<file path="config.mk">
export PLATFORM = sky130hd
export DESIGN_NAME = sum_arbiter
export DESIGN_NICKNAME = d
export VERILOG_FILES = /design/src/rtl/sum_pkg.sv /design/src/rtl/sum_arbiter_sat_add.sv /design/src/rtl/sum_arbiter.sv
export SDC_FILE = /design/constraint.sdc
export NUM_CORES = 1
export LEC_CHECK = 0
export CAP_MARGIN = 30
export CORE_MARGIN = 10
export CORE_UTILIZATION = 46
export CTS_BUF_LIST = sky130_fd_sc_hd__clkbuf_8
export CTS_CLUSTER_SIZE = 24
export DETAILED_ROUTE_END_ITERATION = 6
export GPL_TIMING_DRIVEN = 1
export PLACE_DENSITY = 0.84
export SYNTH_ARGS = -nofsm -noshare
export SYNTH_HDL_FRONTEND = slang
export SYNTH_SLANG_ARGS = --single-unit
</file>
<file path="constraint.sdc">
create_clock -name clk -period 3.49 [get_ports clk]
set_input_delay 0.349 -clock clk [delete_from_list [all_inputs] [get_ports clk]]
set_output_delay 0.349 -clock clk [all_outputs]
set_load 0.05 [all_outputs]
</file>
<file path="src/rtl/sum_pkg.sv">
// ============================================================================
// sum_pkg : shared types, constants and round-robin helper for sum_arbiter
// Rev 1.0 : initial release
// ============================================================================
`default_nettype none

package sum_pkg;

  localparam int DEF_DATA_W = 21;
  localparam logic [DEF_DATA_W-1:0] MAX_SAT = {1'b0, {(DEF_DATA_W-1){1'b1}}};
  localparam logic [DEF_DATA_W-1:0] MIN_SAT = {1'b1, {(DEF_DATA_W-2){1'b0}}, 1'b1};

  typedef enum logic [1:0] {
    IDLE = 2'd0,
    LOAD = 2'd1,
    ACK  = 2'd2
  } state_t;

  // First set bit of req searching upward from last+1, wrapping at nreq (nreq <= 8).
  function automatic logic [2:0] rr_pick(input logic [7:0] req, input logic [2:0] last,
                                         input int nreq);
    int          idx;
    logic [2:0]  pick;
    pick = 3'd0;
    for (int i = 8; i >= 1; i--) begin
      if (i <= nreq) begin
        idx = int'(last) + i;
        if (idx >= nreq) idx = idx - nreq;
        if (req[3'(idx)]) pick = 3'(idx);
      end
    end
    return pick;
  endfunction

endpackage

`default_nettype wire

</file>
<file path="src/rtl/sum_arbiter_sat_add.sv">
// ============================================================================
// sat_add : combinational signed adder with symmetric clamp to +/-(2^(W-1)-1)
// Rev 1.0 : initial release
// ============================================================================
`default_nettype none

module sat_add #(
  parameter int W = 21
) (
  input  logic [W-1:0] a_i,
  input  logic [W-1:0] b_i,
  output logic [W-1:0] y_o,
  output logic         ovf_o,
  output logic         udf_o
);

  localparam logic signed [W:0] C_MAX  = {2'b00, {(W-1){1'b1}}};
  localparam logic signed [W:0] C_NMAX = -C_MAX;

  logic signed [W:0] sum_d;

  assign sum_d = $signed({a_i[W-1], a_i}) + $signed({b_i[W-1], b_i});

  // The most negative code is never emitted, keeping the range symmetric.
  always_comb begin
    y_o   = sum_d[W-1:0];
    ovf_o = 1'b0;
    udf_o = 1'b0;
    if (sum_d > C_MAX) begin
      y_o   = C_MAX[W-1:0];
      ovf_o = 1'b1;
    end else if (sum_d < C_NMAX) begin
      y_o   = C_NMAX[W-1:0];
      udf_o = 1'b1;
    end
  end

endmodule

`default_nettype wire

</file>
<file path="src/rtl/sum_arbiter.sv">
// ============================================================================
// sum_arbiter : round-robin share of one saturating adder among NREQ requesters
// Option macro SUM_ARB_SATCNT_EN enables the saturation event counter.
// Rev 1.0 : initial release
// ============================================================================
`default_nettype none

module sum_arbiter
  import sum_pkg::*;
#(
  parameter int DATA_W = DEF_DATA_W,
  parameter int NREQ   = 4,
  localparam int ID_W  = $clog2(NREQ)
) (
  input  logic                   clk,
  input  logic                   reset,
  input  logic [NREQ-1:0]        req,
  input  logic [NREQ*DATA_W-1:0] a_bus,
  input  logic [NREQ*DATA_W-1:0] b_bus,
  output logic [NREQ-1:0]        ack,
  output logic [DATA_W-1:0]      result,
  output logic [ID_W-1:0]        res_id,
  output logic                   ovf,
  output logic                   udf,
  output logic                   busy,
  output logic [15:0]            sat_count
);

  state_t              state_q;
  logic [ID_W-1:0]     gnt_id_q, last_grant_q, res_id_q, pick_d;
  logic [DATA_W-1:0]   op_a_q, op_b_q, result_q, op_a_d, op_b_d, sum_d;
  logic [NREQ-1:0]     ack_q;
  logic                ovf_q, udf_q, ovf_d, udf_d;

  assign pick_d = ID_W'(rr_pick(8'(req), 3'(last_grant_q), NREQ));

  always_comb begin
    op_a_d = '0;
    op_b_d = '0;
    for (int i = 0; i < NREQ; i++) begin
      if (ID_W'(i) == pick_d) begin
        op_a_d = a_bus[i*DATA_W +: DATA_W];
        op_b_d = b_bus[i*DATA_W +: DATA_W];
      end
    end
  end

  sat_add #(.W(DATA_W)) u_sat_add (
    .a_i   (op_a_q),
    .b_i   (op_b_q),
    .y_o   (sum_d),
    .ovf_o (ovf_d),
    .udf_o (udf_d)
  );

  always_ff @(posedge clk) begin
    if (reset) begin
      state_q      <= IDLE;
      gnt_id_q     <= '0;
      last_grant_q <= ID_W'(NREQ - 1);
      op_a_q       <= '0;
      op_b_q       <= '0;
      result_q     <= '0;
      res_id_q     <= '0;
      ovf_q        <= 1'b0;
      udf_q        <= 1'b0;
      ack_q        <= '0;
    end else begin
      ack_q <= '0;
      case (state_q)
        IDLE: begin
          if (|req) begin
            gnt_id_q <= pick_d;
            op_a_q   <= op_a_d;
            op_b_q   <= op_b_d;
            state_q  <= LOAD;
          end
        end
        LOAD: begin
          result_q <= sum_d;
          ovf_q    <= ovf_d;
          udf_q    <= udf_d;
          res_id_q <= gnt_id_q;
          ack_q    <= NREQ'(1) << gnt_id_q;
          state_q  <= ACK;
        end
        ACK: begin
          last_grant_q <= gnt_id_q;
          state_q      <= IDLE;
        end
        default: state_q <= IDLE;
      endcase
    end
  end

  assign ack    = ack_q;
  assign result = result_q;
  assign res_id = res_id_q;
  assign ovf    = ovf_q;
  assign udf    = udf_q;
  assign busy   = (state_q != IDLE);

`ifdef SUM_ARB_SATCNT_EN
  logic [15:0] sat_cnt_q;

  // Counts clamped results; sticks at all-ones instead of wrapping.
  always_ff @(posedge clk) begin
    if (reset) begin
      sat_cnt_q <= 16'h0000;
    end else if (state_q == LOAD && (ovf_d || udf_d) && sat_cnt_q != 16'hFFFF) begin
      sat_cnt_q <= sat_cnt_q + 16'd1;
    end
  end

  assign sat_count = sat_cnt_q;
`else
  assign sat_count = 16'h0000;
`endif

endmodule

`default_nettype wire

</file>
==> results of run 1 <==
layer usage:
metal	track usage, %	up-vias	share of wire (%)
li1	-	2682	-
met1	24.1	2607	41
met2	35.3	207	50
met3	5.56	19	7.4
met4	6.49	0	1.8
met5	0	-	0
cell usage in the layout (no fill, tap or decap), types with 6 or more instances in the layout:
cell / instances
nand2b_1: 6
nor3_1: 7
dfxtp_1: 77
o21a_1: 7
conb_1: 16
maj3_2: 6
mux4_2: 42
nand3_1: 9
a211oi_1: 21
buf_4: 6
a21oi_1: 64
clkbuf_8: 9
ha_1: 22
inv_1: 10
maj3_1: 12
nor2_1: 53
nand2_1: 111
o21ai_0: 16
a21o_1: 10
clkdlybuf4s50_1: 202
kinds of logic (layout without fill, tap and decap cells):
kind of cell | Yosys count | after routing | synth area share (%)
buffers and inverters | 66 | 238 | 7.48
AOI/OAI and AO/OA | 161 | 161 | 18.9
other | 1 | 18 | 0.0658
muxes | 49 | 49 | 18.0
and+or+nand+nor | 233 | 233 | 18.9
adders and majority gates | 41 | 41 | 8.47
DFF | 77 | 77 | 27.0
xor gates and xnor gates | 8 | 8 | 1.23
area by class of cell:
class | instances | area share (%)
diodes | 2 | 0.0633
clock buffers | 9 | 1.57
clock inverters | 7 | 0.807
inverters | 10 | 0.474
multi-input cells | 508 | 48.1
flip-flops and latches | 77 | 19.5
well taps | 168 | 2.66
repair buffers | 212 | 26.8
cells in the mapped netlist (3+ instances only):
library cell and instances:
nand2_1 111, dfxtp_1 77, a21oi_1 64, nor2_1 55, mux4_2 42, clkbuf_1 24
ha_1 22, a211oi_1 21, buf_4 17, o21ai_0 16, maj3_1 12, a21o_1 10
inv_1 10, nand3_1 9, buf_6 7, nor3_1 7, o21a_1 7, clkbuf_8 6
maj3_2 6, nand2b_1 6, nor2b_1 5, nor4_1 4, o31ai_1 4, or3_1 4
xnor2_1 4, xor2_1 4, a311oi_1 3, and4_1 3, mux2i_1 3, nand4_1 3
nand4b_1 3, o21ai_1 3, or2_2 3
state kept, by name, indices dropped and copies added, names as in the netlist:
name	cells
res_id	2
last_grant_q	2
ovf	1
state_q	2
ack	4
gnt_id_q	2
op_a_q	21
result	21
udf	1
op_b_q	21
critical path, stage by stage, from the launching register on:
cell      delay [ns]
dfxtp_1         0.35
ha_1            0.19
inv_1           0.07
fa_1            0.41
nand2b_1        0.18
a21oi_1         0.17
o21ai_2         0.09
o211ai_1        0.22
nand4b_1        0.18
and3_1          0.46
maj3_1          0.45
a211oi_1        0.27
per-stage QoR:
stage	setup WS (ns)	util (%)	total power, mW	cells	hold slack, ns
floorplan	0.726	-	2.33	651	0.440
global placement	0.414	63.9	2.75	974	0.442
detailed placement	0.315	64.0	2.80	975	0.444
CTS	0.350	65.5	3.45	991	0.400
global route	0.0945	65.6	3.65	993	0.439
finish	0.357	65.6	3.43	993	0.429
report_power, final:
group          leakage, nW  switching (mW)  internal, mW  total [mW]
logic                 2.27           0.912         0.807        1.72
clock network       0.0903           0.373         0.274       0.646
registers            0.635          0.0736         0.992        1.07
path summary, 6_finish.rpt:
check,from,end,cells past startpoint
worst max-delay path,op_b_q[0],result[3],11
worst min-delay path,reset,state_q[0],2
worst max register to register,op_b_q[0],result[3],11
worst min register to register,ovf,ovf,2
==> flow_summary.yaml, run 1 <==
global_route:
  grt_max_degree: 47
  grt_usage_pct: 20.5
  grt_pass1_vias: 5628
  grt_pass1_wl_um: 29500
  gr-total-overflow: 0
  antenna_found_initial: 2
cells_and_area:
  area_growth_pct: 38.8
  regArea_um2: 1540
  design_area_um2: 7910
  layout.nets: 1015
  fillCellCount: 1016
  layout-drive-gt1-share_pct: 12.6
  multiInputGateArea_um2: 3810
cts:
  clock-root-buffer: "clkbuf_8"
  numCtsBuffers: 9
  post_cts_buffers: 0
  cts.clk_slew.worst_paths_ns: 0.10
  post_cts_resize_count: 0
  insertion_delay_ns: 0.37
  cts_max_path_buffers: 2
  cts_tree: "done"
  clkSinkCount: 77
  hold_buffers: 0
  h-tree-depth: 3
sta:
  layout_worst_path_cycle_share_pct: 89.8
  finalCriticalPeriod_ns: 3.13
  slew_viol_final: 0
  fmax_ghz: 0.319
  hold_violations: 0
  skew_ns: 0.0115
  setup_viol: 0
  slew_headroom_pct: 39.8
  timing.setup.tns_ns: 0
  worstMarginPinSlew_ns: 0.900
  rsz0062_at_grt: "false"
drt:
  wire_per_inst_um: 18.4
  drtIter0Drc: 357
  totalWireLength_um: 18300
  vias: 5515
  first_pass_iters: 5
  drc: 0
  ant_nets: 0
  vias_per_cell: 5.55
power_and_ir_drop:
  p_per_area_nw_per_um2: 434
  max-vdd-ir-drop_mv: 0.183
  p_leak_nw: 2.99
setup_path:
  reg2reg_slack_ns: 0.36
  cp.arrival_ns: 3.41
  start_kind: "register"
  critPathKind: "reg2reg"
  worst-path-max-fanout: 19
  crit_required_ns: 3.76
  end_kind: "register"
outcome:
  outcome: "finished clean"
placement:
  place.gp.congestion: 0.884
  place_area_um2: 7720
  portBuffers: 203
  place_hpwl_um: 15400
die:
  fp.coreArea_um2: 12100
  die_x_um: 131
  start_util_pct: 47.3
  die_y_um: 131
  io_pins: 220
  rows: 40
  dieArea_um2: 17200
job:
  max_cap_violations: 0
synthesis:
  synthCells: 636
  synth_flop_cell: "dfxtp_1"
  synth_edf_count: 0
  synth.avg_cell_area_um2: 8.96
  synth_area_leaders: "dfxtp_1 (27%), mux4_2 (17%), nand2_1 (7.3%)"
  ys_ff_latch: 77
  yosysSeqAreaShare_pct: 27.0
  async_flop_share_pct: 0
  yosysWarnings: 0
  synth_cell_types: 81
  synth_area_leader_cell: "dfxtp_1"
  synthesis.area_um2: 5700
  synth_top_area_share_pct: 27.0
min_path:
  hold_class: "in2reg"
Note: power is estimated with default switching activity, not from simulation.
==> run 2, diff against run 1 <==
CTS_CLUSTER_SIZE = 12   (was 24)
==> results of run 2 <==
No change in the layout: final DEF, timing and power equal those of run 1.
==> run 3, diff against run 2 <==
CELL_PAD_IN_SITES_DETAIL_PLACEMENT = 0   (was unset)
CELL_PAD_IN_SITES_GLOBAL_PLACEMENT = 2   (was unset)
CORE_UTILIZATION = 26   (was 46)
HOLD_SLACK_MARGIN = 0.08   (was unset)
PLACE_DENSITY = unset   (was 0.84)
PLACE_DENSITY_LB_ADDON = 0.1   (was unset)
==> run 3 against run 2 <==
Hold slack improved by 0.023 ns. Sequential power hardly changed. First-iteration DRC count is 50% lower. Critical path type unchanged. Worst setup slack better by 0.067 ns.
==> flow_summary.yaml, run 3 (same netlist as run 1, synthesis figures left out) <==
power_and_ir_drop:
  swShare_pct: 38.5
  max-vdd-ir-drop_mv: 0.137
  p_seq_share_pct: 30.6
  p_comb_share_pct: 50.0
  p_per_area_nw_per_um2: 432
  power.switching_mw: 1.34
  p_total_mw: 3.47
  p_int_mw: 2.14
  clkPwrFrac_pct: 19.3
  p_leak_nw: 2.99
drt:
  drc: 0
  first_pass_iters: 4
  ant_nets: 0
  drtIter0Drc: 177
  wire_per_inst_um: 17.7
  vias: 5328
  totalWireLength_um: 19600
  vias_per_cell: 4.83
sta:
  fmax_ghz: 0.326
  slew_viol_final: 0
  holdWs_ns: 0.451
  rsz0062_at_grt: "false"
  hold_violations: 0
  skew_ns: 0.0130
  worstMarginPinSlew_ns: 0.857
  timing.setup.tns_ns: 0
  slew_headroom_pct: 42.8
  layout_worst_path_cycle_share_pct: 87.9
  finalCriticalPeriod_ns: 3.07
  setup_viol: 0
setup_path:
  start_kind: "register"
  critical_path.top_delay_family: "multiplexers"
  crit_buf_inv: 2
  slowest_delay_ns: 0.54
  cp.arrival_ns: 3.30
  crit_top_cell: "a21oi_1"
  crit_required_ns: 3.72
  crit_chain: "inv_1, ha_1, nor2_1, a22oi_1, nor3_1, a21oi_1, mux2_2, buf_12, mux4_2, nand2_1, a21oi_1"
  slowest_stage: "mux4_2"
  reg2reg_slack_ns: 0.42
  worst-path-max-fanout: 26
  critPathKind: "reg2reg"
  end_kind: "register"
global_route:
  grt_pass1_wl_um: 31300
  grt_max_degree: 48
  grt_usage_pct: 13.5
  grt_pass1_vias: 5859
  gr-total-overflow: 0
  antenna_found_initial: 0
cts:
  cts.clk_slew.worst_paths_ns: 0.08
  numCtsBuffers: 9
  clkSinkCount: 77
  clock-root-buffer: "clkbuf_8"
  h-tree-depth: 3
  insertion_delay_ns: 0.37
  cts_max_path_buffers: 2
  post_cts_buffers: 0
  cts_tree: "done"
  hold_buffers: 0
  post_cts_resize_count: 0
cells_and_area:
  fillCellCount: 2232
  final_cell_mix: "clkdlybuf4s50_1 (202), nand2_1 (111), dfxtp_1 (77)"
  antenna_cells: 0
  layout.nets: 1016
  layout-drive-gt1-share_pct: 12.7
  area_growth_pct: 41.0
  mostFrequentLayoutCell: "clkdlybuf4s50_1"
placement:
  place.gp.congestion: 0.832
  portBuffers: 203
  place_hpwl_um: 16400
die:
  fp.coreArea_um2: 21700
  io_pins: 220
  start_util_pct: 26.3
  dieArea_um2: 28200
  die_x_um: 168
  die_y_um: 168
  rows: 54
job:
  max_cap_violations: 0
min_path:
  hold_class: "in2reg"
outcome:
  outcome: "finished clean"
## run 3: cell types whose count changed in the layout (fill, tap and decap cells not counted), sizes merged
cell | before | now
inv | 14 | 10
diode | 2 | 0
buf | 10 | 11
bufinv | 0 | 1
clkbuf | 9 | 10
## run 3: layout make-up
cell class | count | area, um2 | area share [%]
clock buffer | 10 | 138 | 1.71
clock inverter | 4 | 50.0 | 0.623
inverter | 10 | 37.5 | 0.467
multi-input combinational | 508 | 3800 | 47.3
sequential | 77 | 1540 | 19.2
tap | 280 | 350 | 4.36
timing repair buffer | 213 | 2120 | 26.4
## run 3: path summary, 6_finish.rpt
kind / startpoint / to / cells past startpoint
worst max-delay path: last_grant_q[0] / op_a_q[14] / 11
worst max register to register: last_grant_q[0] / op_a_q[14] / 11
worst min register to register: result[20] / result[20] / 2
worst min-delay path: reset / res_id[0] / 2
## run 3: power by group through the flow
stage | Clock (mW) | Sequential [mW] | Combinational, mW
final | 0.672 | 1.06 | 1.74
after global placement | 0 | 1.08 | 1.73
after CTS | 0.701 | 1.07 | 1.76
after floorplan | 0 | 1.20 | 1.13
after global routing | 0.731 | 1.08 | 1.92
after detailed placement | 0 | 1.09 | 1.76
## run 3: worst reg2reg max path, cell delays in order, from the launching register on
cell,delay [ns]
dfxtp_1,0.47
inv_1,0.14
ha_1,0.23
nor2_1,0.09
a22oi_1,0.11
nor3_1,0.21
a21oi_1,0.07
mux2_2,0.52
buf_12,0.29
mux4_2,0.57
nand2_1,0.15
a21oi_1,0.08
## run 3: through the flow
stage / worst slack, ns / cells / utilization (%) / area (um2)
floorplan: 0.726 / 651 / - / 5760
global placement: 0.193 / 1087 / 36.1 / 7840
detailed placement: 0.107 / 1088 / 36.2 / 7850
CTS: 0.302 / 1102 / 37.1 / 8040
global route: 0.129 / 1102 / 37.1 / 8040
finish: 0.424 / 1102 / 37.1 / 8040
## run 3: layer usage
metal	vias to the layer above	routed length (um)	track usage [%]	part of all wire (%)
met2	169	8600	21.2	44
met5	-	0	0	0
met1	2470	9070	17.2	46
met4	0	183	3.10	0.94
met3	14	1700	5.31	8.7
li1	2675	-	-	-
